--- config.mk ---
export PLATFORM = sky130hd
export DESIGN_NAME = hash_out_serializer
export DESIGN_NICKNAME = d
export VERILOG_FILES = /design/src/rtl/blake2_pkg.sv /design/src/rtl/hash_out_serializer.sv
export SDC_FILE = /design/constraint.sdc
export NUM_CORES = 1
export LEC_CHECK = 0
export ABC_CLOCK_PERIOD_IN_PS = 9150
export CORE_ASPECT_RATIO = 1.25
export CORE_UTILIZATION = 34
export CTS_CLUSTER_SIZE = 40
export DETAILED_ROUTE_END_ITERATION = 8
export HOLD_SLACK_MARGIN = 0.02
export PLACE_DENSITY_LB_ADDON = 0.25
export SYNTH_ARGS = -nofsm -noshare
export SYNTH_HDL_FRONTEND = slang
export SYNTH_SLANG_ARGS = --single-unit
--- constraint.sdc ---
create_clock -name clk -period 9.15 [get_ports clk]
set_input_delay 2.745 -clock clk [delete_from_list [all_inputs] [get_ports clk]]
set_output_delay 2.745 -clock clk [all_outputs]
set_load 0.01 [all_outputs]
--- src/rtl/blake2_pkg.sv ---
// Shared BLAKE2 host-interface definitions: digest size, serializer states, command byte encodings.
package blake2_pkg;

  localparam int DIGEST_BYTES_MAX = 64;

  typedef enum logic {
    IDLE = 1'b0,
    SEND = 1'b1
  } ser_state_e;

  localparam logic [1:0] CMD_CONF  = 2'd0;
  localparam logic [1:0] CMD_START = 2'd1;
  localparam logic [1:0] CMD_DATA  = 2'd2;
  localparam logic [1:0] CMD_LAST  = 2'd3;

  // nn of 0 or above max_len is treated as a request for the full digest.
  function automatic logic len_in_range(input logic [7:0] nn, input int max_len);
    return (nn != 8'd0) && (int'(nn) <= max_len);
  endfunction

endpackage

--- src/rtl/hash_out_serializer.sv ---
// Captures the final h state on res_v_i and streams nn bytes LSB-first; first byte one cycle after capture,
// holds the byte stable while hash_ready_i is low. HASH_OUT_ZEROIZE_EN clears the buffer on reset and after each stream.
module hash_out_serializer
  import blake2_pkg::*;
#(
  parameter int DIGEST_BYTES = DIGEST_BYTES_MAX,
  parameter int CNT_W        = 7
) (
  input  logic                      clk,
  input  logic                      nreset,
  input  logic                      res_v_i,
  input  logic [DIGEST_BYTES*8-1:0] res_i,
  input  logic [7:0]                nn_i,
  output logic                      res_ready_o,
  output logic                      res_drop_o,
  output logic                      hash_v_o,
  output logic [7:0]                hash_o,
  output logic                      hash_last_o,
  input  logic                      hash_ready_i
);

  localparam int BUF_W = DIGEST_BYTES * 8;

  ser_state_e       state_q, state_d;
  logic [CNT_W-1:0] cnt_q, cnt_d;
  logic [BUF_W-1:0] buf_q, buf_d;
  logic [7:0]       hash_q, hash_d;
  logic             vld_q, vld_d;
  logic             last_q, last_d;
  logic             drop_q, drop_d;
  logic [CNT_W-1:0] len_m1;
  logic             xfer;

  always_comb begin
    len_m1 = CNT_W'(DIGEST_BYTES - 1);
    if (len_in_range(nn_i, DIGEST_BYTES)) begin
      len_m1 = CNT_W'(nn_i - 8'd1);
    end
  end

  assign xfer = vld_q & hash_ready_i;

  always_comb begin
    state_d = state_q;
    cnt_d   = cnt_q;
    buf_d   = buf_q;
    hash_d  = hash_q;
    vld_d   = vld_q;
    last_d  = last_q;
    drop_d  = 1'b0;
    case (state_q)
      IDLE: begin
        if (res_v_i) begin
          state_d = SEND;
          hash_d  = res_i[7:0];
          buf_d   = res_i >> 8;
          cnt_d   = len_m1;
          vld_d   = 1'b1;
          last_d  = (len_m1 == '0);
        end
      end
      SEND: begin
        drop_d = res_v_i;
        if (xfer) begin
          if (last_q) begin
            state_d = IDLE;
            vld_d   = 1'b0;
            last_d  = 1'b0;
`ifdef HASH_OUT_ZEROIZE_EN
            buf_d   = '0;
            hash_d  = '0;
`endif
          end else begin
            hash_d = buf_q[7:0];
            buf_d  = buf_q >> 8;
            cnt_d  = cnt_q - CNT_W'(1);
            last_d = (cnt_q == CNT_W'(1));
          end
        end
      end
      default: state_d = IDLE;
    endcase
  end

  always_ff @(posedge clk) begin
    if (!nreset) begin
      state_q <= IDLE;
      cnt_q   <= '0;
      hash_q  <= '0;
      vld_q   <= 1'b0;
      last_q  <= 1'b0;
      drop_q  <= 1'b0;
    end else begin
      state_q <= state_d;
      cnt_q   <= cnt_d;
      hash_q  <= hash_d;
      vld_q   <= vld_d;
      last_q  <= last_d;
      drop_q  <= drop_d;
    end
  end

`ifdef HASH_OUT_ZEROIZE_EN
  always_ff @(posedge clk) begin
    if (!nreset) begin
      buf_q <= '0;
    end else begin
      buf_q <= buf_d;
    end
  end
`else
  // Digest bytes need no reset value; they are always loaded before use.
  always_ff @(posedge clk) begin
    buf_q <= buf_d;
  end
`endif

  assign res_ready_o = (state_q == IDLE);
  assign res_drop_o  = drop_q;
  assign hash_v_o    = vld_q;
  assign hash_o      = hash_q;
  assign hash_last_o = last_q;

endmodule

==> reports/qor.csv <==
metric,value,unit
detailed-placement wirelength estimate,37590,um
total number of vias,12450,
drt pass-1 iters,4,
worst-margin pin slew,1.176,ns
Period minus WS final,5.163,ns
WP data arrival,5.36,ns
Min-Delay Path Class,flip-flop to flip-flop,
Hold Fails Final Rpt,0,
WL/cell,20.47,um
All-Layer GR Usage,15.86,%
Die Ht,287.7,um
worst skew pair latency,0.59,ns
RSZ-0062 raised after global routing,false,
CTS tree,built,
WS Path Type,input port to flip-flop,
"Net Count, Synth",1723,
post-synthesis cell type count,46,
vias in the first global route,13320,
post-synthesis async set-or-reset flop share,0,%
Pwr Density,193.0,nW/um^2
f_max,193.7,MHz
number of nets still failing antenna checks after routing,0,
Final Cycle Share,56.42,%
Synth area leaders,"edfxtp_1 (68%), mux2_2 (25%), dfxtp_1 (1.7%), buf_2 (1.2%), mux2i_1 (0.41%)",
Final WS setup,3.987,ns
hold_buf cts,0,
total gr overflow,0,
first-pass GRT wire length,79760,um
pre-CTS setup slack,3.420,ns
CP Data Required Time,9.35,ns
Final GP Congestion,0.8332,
initial core utilization,34.40,%
Num CTS Buffers,54,
Post-synth EDFFs,504,
via-per-instance ratio,4.741,
clk sink count,523,
htree depth,2,
outcome,completed,
drt drc,0,
final setup violating endpoints,0,
cts repair resizes,0,
Synth warnings,0,
die area,66330,sq um
largest net degree at the start of global routing,171,
Synth top cells by count,"edfxtp_1 (504), mux2_2 (496), buf_2 (53)",
Most used DFF post-synth,edfxtp_1,
drt total wl,53780,um
nets,2262,
worst rel slew slack,21.63,%
critical path startpoint category,input port,
Iter 0 DRT Violations,699,
fraction of layout instances using a drive strength above 1,33.18,%
Fillers,5733,
Die W,230.6,um
reg2reg setup slack,5.52,ns
final slew viol count,0,
clock skew,0.02680,ns
clock root buffer,clkbuf_16,
CTS Buffer Depth,3,
Buffers on Ports,535,
share of the synthesized area in the top cell type,68.17,%
initial antenna violation count,18,
clock-pin slew on the worst setup and hold paths,0.06,ns
core area,64540,sq um
row count,104,
sequential-to-total area share from yosys stat,69.88,%
worst vdd ir,160.1,uV
"count leader, synth",edfxtp_1,
Mapped Cells,1196,
Post-Syn Area,22200,sq um
Syn Area/Cell,18.56,sq um
I/O pins,536,
max-cap violations,0,
Post-CTS Setup Bufs,0,
Synth Register Bits,523,
final total negative setup slack,0,ns
crit path max fanout,170,
Yosys top cell by area,edfxtp_1,
P&R area growth vs syn,35.67,%
Leak,0.01010,uW
crit path capture type,flip-flop,
-- cell families after synthesis --
kind of cell               Yosys count  synth area share [%]
AOI/OAI and AO/OA                   35                 1.296
xor gates and xnor gates             3                0.1184
adders and majority gates            3                0.1691
buffers and inverters               70                 1.482
DFF                                523                 69.88
muxes                              505                 25.56
and+or+nand+nor                     57                 1.488
-- path summary, 6_finish.rpt --
path,from,end,depth (start not counted)
setup reg to reg,state_q,buf_q[372],4
setup / recovery,hash_ready_i,buf_q[372],4
hold reg to reg,hash_o[5],hash_o[5],2
hold / removal,hash_o[5],hash_o[5],2
-- final cells by class --
type                            instances  area [sq um]  area share (%)
Multi-Input combinational cell        603          6365           21.13
Inverter                                9         33.78          0.1122
Clock buffer                           74          1468           4.873
Antenna cell                            4         10.01         0.03323
Tap cell                              848          1061           3.523
Sequential cell                       523         15520           51.52
Timing Repair Buffer                  544          5473           18.17
Clock inverter                         22         191.4          0.6356
-- flip-flops by register name, indices dropped and copies added, names as in the netlist --
signal	flops
buf_q	504
res_drop_o	1
hash_v_o	1
state_q	1
cnt_q	7
hash_o	8
hash_last_o	1
-- worst max-delay path, stage by stage --
cell and delay [ns]:
clkdlybuf4s50_1 0.57, nand4b_2 0.29, nand2_4 0.79, buf_12 0.54
-- through the flow --
step | hold slack (ns) | instances | total power [uW] | utilization (%) | instance area [sq um]
finish | 0.5039 | 2627 | 5814 | 46.67 | 30120
global route | 0.5300 | 2627 | 6050 | 46.67 | 30120
detailed placement | 0.5029 | 2527 | 3764 | 44.08 | 28450
floorplan | 0.4834 | 1196 | 3419 | - | 22200
global placement | 0.4959 | 2527 | 3746 | 44.08 | 28450
CTS | 0.5110 | 2623 | 5905 | 46.65 | 30110
-- power by group --
| group | switching (uW) | internal (uW) | leakage (uW) | total (uW) |
|---|---|---|---|---|
| clock | 910 | 1200 | 0.000813 | 2110 |
| sequential | 68.1 | 2920 | 0.00500 | 2990 |
| combinational | 272 | 444 | 0.00429 | 716 |
| total | 1250 | 4560 | 0.0101 | 5810 |
-- layer usage --
| layer | wire length [um] | up-vias | GRT usage [%] |
|---|---|---|---|
| met5 | 170 | - | 0 |
| met4 | 1077 | 26 | 4.305 |
| met3 | 5399 | 89 | 6.498 |
| met2 | 26330 | 448 | 26.75 |
| met1 | 20800 | 6076 | 18.53 |
| li1 | - | 5815 | - |
-- cells in the final DEF, fill, tap and decap left out, types with 4 or more instances in the layout --
cell             synthesis  routed
clkdlybuf4s50_1          0     535
edfxtp_1               504     504
mux2_2                 496     496
clkbuf_16                0      55
dfxtp_1                 19      18
nor2_1                  17      17
clkbuf_1                 8      17
nor2b_1                  9       9
mux2i_1                  9       9
a211oi_1                 9       9
clkinv_2                 0       9
inv_1                    8       8
clkinv_1                 1       7
buf_4                    0       5
diode_2                  0       4
nand3_1                  4       4
nor3_1                   4       4
nand2_1                  5       4
o21ai_0                  4       4
buf_12                   0       4
Note: power is estimated with default switching activity, not from simulation.
